[config.mk]
export PLATFORM = sky130hd
export DESIGN_NAME = midi_transmit
export DESIGN_NICKNAME = d
export VERILOG_FILES = /design/src/rtl/midi_pkg.sv /design/src/rtl/midi_transmit_uart_tx_byte.sv /design/src/rtl/midi_transmit.sv
export SDC_FILE = /design/constraint.sdc
export NUM_CORES = 1
export LEC_CHECK = 0
export CORE_UTILIZATION = 25
export CTS_BUF_LIST = sky130_fd_sc_hd__clkbuf_8
export DETAILED_ROUTE_END_ITERATION = 10
export SLEW_MARGIN = 20
export SYNTH_ARGS = -nofsm -noshare
export SYNTH_HDL_FRONTEND = slang
export SYNTH_SLANG_ARGS = --single-unit
[constraint.sdc]
create_clock -name clk -period 2.99 [get_ports clk]
set_input_delay 0.598 -clock clk [delete_from_list [all_inputs] [get_ports clk]]
set_output_delay 0.598 -clock clk [all_outputs]
set_load 0.02 [all_outputs]
[src/rtl/midi_pkg.sv]
`default_nettype none
// ============================================================================
// Module      : midi_pkg
// Description : Shared MIDI transmit definitions: default bit period,
//               serialiser state encoding and message-length helpers.
// Revision    : 1.0 - initial release
// ============================================================================
package midi_pkg;

    // 100 MHz / 31250 baud
    localparam int c_CYCLES_PER_BIT_DEFAULT = 3200;

    typedef enum logic [1:0] {
        IDLE  = 2'd0,
        START = 2'd1,
        DATA  = 2'd2,
        STOP  = 2'd3
    } midi_tx_state_t;

    // Number of data bytes that follow a given status byte.
    function automatic logic [1:0] midi_data_len(input logic [7:0] status_byte);
        logic [1:0] len;
        len = 2'd0;
        case (status_byte[7:4])
            4'h8, 4'h9, 4'hA, 4'hB, 4'hE: len = 2'd2;
            4'hC, 4'hD:                   len = 2'd1;
            4'hF: begin
                case (status_byte[3:0])
                    4'h1, 4'h3: len = 2'd1;
                    4'h2:       len = 2'd2;
                    default:    len = 2'd0;
                endcase
            end
            default: len = 2'd0;
        endcase
        return len;
    endfunction

    // Channel-voice messages (8x..Ex) are the only ones eligible for
    // running-status compression.
    function automatic logic is_channel_voice(input logic [7:0] status_byte);
        return status_byte[7] && (status_byte[6:4] != 3'b111);
    endfunction

endpackage
`default_nettype wire

[src/rtl/midi_transmit_uart_tx_byte.sv]
`default_nettype none
// ============================================================================
// Module      : uart_tx_byte
// Description : 8N1 byte serialiser, LSB first. A byte offered on the last
//               cycle of a stop bit starts immediately, giving back-to-back
//               frames.
// Ports       : clk, rst (async, active high)
//               byte_valid / byte_data[7:0] : byte offered
//               byte_ready : byte accepted this cycle if byte_valid
//               byte_done  : last cycle of the stop bit
//               dout       : registered serial line, idle high
// Revision    : 1.0 - initial release
// ============================================================================
module uart_tx_byte
    import midi_pkg::*;
#(
    parameter int CYCLES_PER_BIT = c_CYCLES_PER_BIT_DEFAULT
) (
    input  logic       clk,
    input  logic       rst,
    input  logic       byte_valid,
    input  logic [7:0] byte_data,
    output logic       byte_ready,
    output logic       byte_done,
    output logic       dout
);

    localparam int c_CNT_W = (CYCLES_PER_BIT > 1) ? $clog2(CYCLES_PER_BIT) : 1;
    localparam logic [c_CNT_W-1:0] c_CNT_LAST = c_CNT_W'(CYCLES_PER_BIT - 1);

    localparam logic [1:0] c_ST_IDLE  = IDLE;
    localparam logic [1:0] c_ST_START = START;
    localparam logic [1:0] c_ST_DATA  = DATA;
    localparam logic [1:0] c_ST_STOP  = STOP;

    logic [1:0]         r_state;
    logic [c_CNT_W-1:0] r_cnt;
    logic [2:0]         r_bit;
    logic [7:0]         r_shift;
    logic               r_dout;
    logic               w_bit_end;

    assign w_bit_end  = (r_cnt == c_CNT_LAST);
    assign byte_done  = (r_state == c_ST_STOP) && w_bit_end;
    assign byte_ready = (r_state == c_ST_IDLE) || byte_done;
    assign dout       = r_dout;

    always_ff @(posedge clk or posedge rst) begin
        if (rst) begin
            r_state <= c_ST_IDLE;
            r_cnt   <= '0;
            r_bit   <= 3'd0;
            r_shift <= 8'd0;
            r_dout  <= 1'b1;
        end else begin
            case (r_state)
                c_ST_IDLE: begin
                    if (byte_valid) begin
                        r_shift <= byte_data;
                        r_cnt   <= '0;
                        r_dout  <= 1'b0;
                        r_state <= c_ST_START;
                    end
                end
                c_ST_START: begin
                    if (w_bit_end) begin
                        r_cnt   <= '0;
                        r_bit   <= 3'd0;
                        r_dout  <= r_shift[0];
                        r_shift <= {1'b0, r_shift[7:1]};
                        r_state <= c_ST_DATA;
                    end else begin
                        r_cnt <= r_cnt + c_CNT_W'(1);
                    end
                end
                c_ST_DATA: begin
                    if (w_bit_end) begin
                        r_cnt <= '0;
                        if (r_bit == 3'd7) begin
                            r_dout  <= 1'b1;
                            r_state <= c_ST_STOP;
                        end else begin
                            r_bit   <= r_bit + 3'd1;
                            r_dout  <= r_shift[0];
                            r_shift <= {1'b0, r_shift[7:1]};
                        end
                    end else begin
                        r_cnt <= r_cnt + c_CNT_W'(1);
                    end
                end
                c_ST_STOP: begin
                    if (w_bit_end) begin
                        r_cnt <= '0;
                        if (byte_valid) begin
                            // Next byte's start bit follows with no gap
                            r_shift <= byte_data;
                            r_dout  <= 1'b0;
                            r_state <= c_ST_START;
                        end else begin
                            r_state <= c_ST_IDLE;
                        end
                    end else begin
                        r_cnt <= r_cnt + c_CNT_W'(1);
                    end
                end
                default: begin
                    r_state <= c_ST_IDLE;
                    r_dout  <= 1'b1;
                end
            endcase
        end
    end

endmodule
`default_nettype wire

[src/rtl/midi_transmit.sv]
`default_nettype none
// ============================================================================
// Module      : midi_transmit
// Description : MIDI OUT message sequencer. Accepts one message per
//               din_valid/ready handshake, applies optional running-status
//               compression and serialises 1..3 bytes at 31250 baud 8N1.
// Ports       : clk, rst (async, active high)
//               din_valid, status[6:0], data1[6:0], data2[6:0] : message in
//               ready : idle, message can be accepted
//               dout  : serial MIDI line (registered, idle high)
//               done  : pulse on the final stop-bit cycle of a message
// Revision    : 1.0 - initial release
// ============================================================================
module midi_transmit
    import midi_pkg::*;
#(
    parameter int CLK_FREQ       = 100_000_000,
    parameter int BAUD           = 31250,
    parameter int CYCLES_PER_BIT = CLK_FREQ / BAUD,
    parameter int RUNNING_STATUS = 1
) (
    input  logic       clk,
    input  logic       rst,
    input  logic       din_valid,
    input  logic [6:0] status,
    input  logic [6:0] data1,
    input  logic [6:0] data2,
    output logic       ready,
    output logic       dout,
    output logic       done
);

    logic       r_busy;
    logic [7:0] r_q0;
    logic [7:0] r_q1;
    logic [7:0] r_q2;
    logic [1:0] r_left;          // bytes still to hand to the serialiser
    logic [7:0] r_last_status;   // 8'h00 means "no running status"

    logic [7:0] w_status_byte;
    logic [1:0] w_data_len;
    logic       w_is_cv;
    logic       w_skip_status;
    logic       w_accept;
    logic       w_byte_valid;
    logic       w_byte_ready;
    logic       w_byte_done;
    logic       w_byte_take;

    assign w_status_byte = {1'b1, status};
    assign w_data_len    = midi_data_len(w_status_byte);
    assign w_is_cv       = is_channel_voice(w_status_byte);
    assign w_skip_status = (RUNNING_STATUS != 0) && w_is_cv && (w_status_byte == r_last_status);

    assign ready        = ~r_busy;
    assign w_accept     = din_valid & ~r_busy;
    assign w_byte_valid = r_busy & (r_left != 2'd0);
    assign w_byte_take  = w_byte_valid & w_byte_ready;
    // Only the stop bit of the last queued byte ends the message
    assign done         = r_busy & w_byte_done & (r_left == 2'd0);

    always_ff @(posedge clk or posedge rst) begin
        if (rst) begin
            r_busy        <= 1'b0;
            r_q0          <= 8'd0;
            r_q1          <= 8'd0;
            r_q2          <= 8'd0;
            r_left        <= 2'd0;
            r_last_status <= 8'd0;
        end else if (w_accept) begin
            r_busy <= 1'b1;
            if (w_skip_status) begin
                r_q0   <= {1'b0, data1};
                r_q1   <= {1'b0, data2};
                r_q2   <= 8'd0;
                r_left <= w_data_len;
            end else begin
                r_q0   <= w_status_byte;
                r_q1   <= {1'b0, data1};
                r_q2   <= {1'b0, data2};
                r_left <= w_data_len + 2'd1;
            end
            if (RUNNING_STATUS != 0) begin
                if (w_is_cv) begin
                    r_last_status <= w_status_byte;
                end else if (w_status_byte < 8'hF8) begin
                    // System common cancels running status; realtime does not
                    r_last_status <= 8'd0;
                end
            end
        end else begin
            if (w_byte_take) begin
                r_q0   <= r_q1;
                r_q1   <= r_q2;
                r_left <= r_left - 2'd1;
            end
            if (done) begin
                r_busy <= 1'b0;
            end
        end
    end

    uart_tx_byte #(
        .CYCLES_PER_BIT (CYCLES_PER_BIT)
    ) u_tx (
        .clk        (clk),
        .rst        (rst),
        .byte_valid (w_byte_valid),
        .byte_data  (r_q0),
        .byte_ready (w_byte_ready),
        .byte_done  (w_byte_done),
        .dout       (dout)
    );

endmodule
`default_nettype wire

==> impl_summary.txt <==
----------------------------------------------------
[Die]
  Effective utilization at floorplan ... 25.6%
  Vertical extent of the die ... 116 µm
  Floorplan die width ... 116 µm
  Number of rows in the core area ... 41
  Core region area ... 12600 µm²
  Total die area ... 13400 µm²
  Num ports ... 27

[Worst setup path]
  Cell breakdown of the critical path ... or4b_4, or4_4, nor3_2, clkdlybuf4s15_2
  Biggest fanout along the worst timing path ... 6
  Kind of start point of the critical path ... flop
  Max stage delay on crit path ... 0.57 ns
  Endpoint class of the critical path ... output port
  Req. time, crit path ... 2.39 ns
  Critical-path cell with the highest stage delay ... sky130_fd_sc_hd__or4b_4
  Critical path type ... flop to output port
  R2r worst-path depth ... 7
  Worst endpoint data arrival time ... 2.32 ns

[CTS]
  Inserted Clock Buffers ... 9
  CTS tree ... done
  Clk Tree Root Cell ... sky130_fd_sc_hd__clkbuf_8
  Clock insertion delay at the later pin of the skew report ... 0.34 ns
  Clock input transition at the sequential cells of the worst setup and hold paths ... 0.07 ns
  Clock tree buffer depth ... 2
  Post-CTS resize count ... 4
  Clock Sink Count ... 59
  Number of H-tree levels ... 3
  Postcts setup bufs ... 0
  Hold-fix buffers at CTS ... 0

[Yosys]
  Total standard cell area after synthesis ... 3230 µm²
  EDFF count, synth ... 0
  Share of synthesized area occupied by flip-flops and latches ... 45.7%
  Number of cells produced by synthesis ... 344
  Cell types with the largest area share after synthesis ... sky130_fd_sc_hd__dfrtp_1 45%, sky130_fd_sc_hd__nand2_1 7.3%, sky130_fd_sc_hd__mux2i_1 6.8%, sky130_fd_sc_hd__o21ai_0 3.9%, sky130_fd_sc_hd__a21oi_1 3.6%
  Synth Area per Inst ... 9.39 µm²
  Net count after synthesis ... 377
  Unique masters post-synth ... 49
  Yosys synthesis warning count ... 0
  FFs w/ async S/R, synth ... 100%
  Number of synthesized register bits ... 59
  Dominant cell type by area after synthesis ... sky130_fd_sc_hd__dfrtp_1
  Portion of synthesized cell area occupied by the leading cell type ... 44.9%
  Top_reg_cell synth ... sky130_fd_sc_hd__dfrtp_1

[Power and ir drop]
  Static Leakage ... 1.66 nW
  Peak VDD IR ... 0.000202 V
  Final Power ... 1.78 mW
  Total power per unit cell area ... 447 nW/µm²

[Route]
  Residual antenna-violating net count after detailed routing ... 0
  Vias per cell ... 4.75
  Total length of routed wires ... 7360 µm
  DRC marker count from the first detailed-route iteration ... 160
  Number of DRC violations after detailed routing ... 0
  Routed WL per cell ... 13.3 µm
  Routed vias ... 2620
  1st-pass router iterations ... 5

[Outcome]
  Run status ... complete, no violations

[Place]
  Detailed placer's ending HPWL ... 5130 µm
  GP Congestion ... 0.732
  Input/output buffers ... 26
  Cell total after placement ... 536

[Job]
  Max_cap viols ... 0

[STA]
  WHS ... 0.472 ns
  Final number of max-transition violations ... 0
  Worst-margin pin slew ... 0.834 ns
  Highest attainable clock frequency ... 0.343 GHz
  Headroom to the max-slew limit ... 43.8%
  Clock period minus final worst setup slack ... 2.92 ns
  Number of endpoints failing setup at the final stage ... 0
  Share of the cycle needed by the critical path after routing ... 97.6%
  Clock Skew ... 0.0106 ns
  Final hold viol count ... 0

[Hold path]
  Class of the most critical hold timing path ... flop to flop
  Hold Crit Depth ... 2

[Finish]
  Fin nets ... 408
  Diodes inserted ... 0
  Count of fill cells added during filler insertion ... 1330
  Final cell count without fillers ... 552
  Ratio of cells with drive above 1 in the final layout ... 12.9%
  Area grow syn2layout ... 23.3%

[Global route]
  Global-route total usage across every layer ... 12.3%
  Antenna violations before repair ... 0
  Sum of overflow across all layers after global routing ... 0
  Number of global-route vias before repair ... 2584
  Largest net degree at the start of global routing ... 60
  First-pass GRT wire length ... 12600 µm

----------------------------------------------------
[state kept, by name, indices dropped and copies added (netlist names)]
name / cells
u_tx.dout: 1
r_left: 2
u_tx.r_bit: 3
r_busy: 1
r_q0: 8
u_tx.r_state: 2
r_q2: 7
u_tx.r_cnt: 12
u_tx.r_shift: 8
r_q1: 7
r_last_status: 8
[synth_stat cells (4+ instances only)]
master / number
sky130_fd_sc_hd__ha_1: 9
sky130_fd_sc_hd__a21oi_1: 23
sky130_fd_sc_hd__a31oi_1: 5
sky130_fd_sc_hd__a22oi_1: 5
sky130_fd_sc_hd__nor2_1: 14
sky130_fd_sc_hd__nand2_1: 63
sky130_fd_sc_hd__inv_1: 20
sky130_fd_sc_hd__o31ai_1: 12
sky130_fd_sc_hd__mux2i_1: 22
sky130_fd_sc_hd__nand4_1: 4
sky130_fd_sc_hd__clkbuf_1: 13
sky130_fd_sc_hd__dfrtp_1: 58
sky130_fd_sc_hd__a22oi_2: 8
sky130_fd_sc_hd__o21ai_0: 25
sky130_fd_sc_hd__nand3_1: 10
sky130_fd_sc_hd__xnor2_1: 8
[final cells by class]
type / instances / area [µm²] / area share (%)
multi-input combinational: 247 / 1610 / 40.5
sequential: 59 / 1480 / 37.1
timing repair buffer: 38 / 364 / 9.14
tap: 172 / 215 / 5.40
clock buffer: 12 / 165 / 4.15
inverter: 20 / 75.1 / 1.88
clock inverter: 4 / 72.6 / 1.82
[metrics by stage]
| stage | TNS (ns) | utilization, % | setup WS, ns | cell area [µm²] |
|---|---|---|---|---|
| final | 0 | 31.6 | 0.0711 | 3980 |
| after global routing | -0.00617 | 31.6 | -0.00617 | 3980 |
| after CTS | 0 | 31.5 | 0.0222 | 3980 |
| after detailed placement | 0 | 29.6 | 0.0622 | 3740 |
| after global placement | 0 | 29.6 | 0.0965 | 3740 |
| after floorplan | 0 | - | 0.435 | 3230 |
[routing by layer]
metal | share of wire [%] | up-vias | GRT usage (%)
met1 | 44 | 1277 | 15.1
met4 | 0.75 | 0 | 4.62
li1 | - | 1280 | -
met5 | 0 | - | 0
met3 | 4.6 | 6 | 4.18
met2 | 51 | 57 | 20.2
[placed cells by master, fill, tap and decap left out, types with 3 or more instances in the layout]
master,Yosys,routed
sky130_fd_sc_hd__a22oi_1,5,5
sky130_fd_sc_hd__o31ai_1,12,12
sky130_fd_sc_hd__xnor2_1,8,8
sky130_fd_sc_hd__clkbuf_8,0,12
sky130_fd_sc_hd__a22oi_2,8,8
sky130_fd_sc_hd__nand3_1,10,10
sky130_fd_sc_hd__buf_4,0,11
sky130_fd_sc_hd__o21ai_0,25,25
sky130_fd_sc_hd__nand2b_1,3,3
sky130_fd_sc_hd__a31oi_1,5,5
sky130_fd_sc_hd__nor2_1,14,14
sky130_fd_sc_hd__mux2i_1,22,22
sky130_fd_sc_hd__a21oi_1,23,23
sky130_fd_sc_hd__nand2_1,63,63
sky130_fd_sc_hd__ha_1,9,9
sky130_fd_sc_hd__inv_1,20,20
sky130_fd_sc_hd__clkdlybuf4s50_1,0,25
sky130_fd_sc_hd__dfrtp_1,58,58
sky130_fd_sc_hd__nand4_1,4,4
[power by group]
part           total (mW)  internal [mW]  switching, mW  leakage (nW)
Combinational       0.103         0.0514         0.0521         0.789
Clock               0.862          0.536          0.325         0.124
Sequential          0.816          0.809        0.00635         0.746
Total                1.78           1.40          0.384          1.66
[critical path, delay by kind of cell (launching register included)]
kind | cells | cell delay (ns)
buffers and inverters | 1 | 0.29
DFF | 1 | 0.43
and+or+nand+nor | 3 | 1.27
[final timing paths]
path | slack [ns] | end | from
hold reg to reg | 0.47 | u_tx.r_cnt[11]$_DFFE_PP0P_ | u_tx.r_cnt[11]$_DFFE_PP0P_
hold / removal | 0.47 | u_tx.r_cnt[11]$_DFFE_PP0P_ | u_tx.r_cnt[11]$_DFFE_PP0P_
min in group asynchronous | 0.63 | r_q2[1]$_DFFE_PP0P_ | rst
setup / recovery | 0.07 | done | u_tx.r_cnt[9]$_DFFE_PP0P_
setup reg to reg | 0.66 | u_tx.r_cnt[10]$_DFFE_PP0P_ | u_tx.r_cnt[0]$_DFFE_PP0P_
max in group asynchronous | 2.05 | u_tx.dout$_DFFE_PP1P_ | rst
[cells by family (layout without fill, tap and decap cells)]
logic type / Yosys count / count (layout) / synth area share [%]
compound gates: 97 / 97 / 21.0
xor+xnor: 8 / 8 / 2.17
fa+ha+maj: 9 / 9 / 3.49
buf+inv: 38 / 74 / 4.76
flops: 59 / 59 / 45.7
mux: 23 / 23 / 7.16
simple gates: 110 / 110 / 15.7
Power figures use the tool's default switching activity.
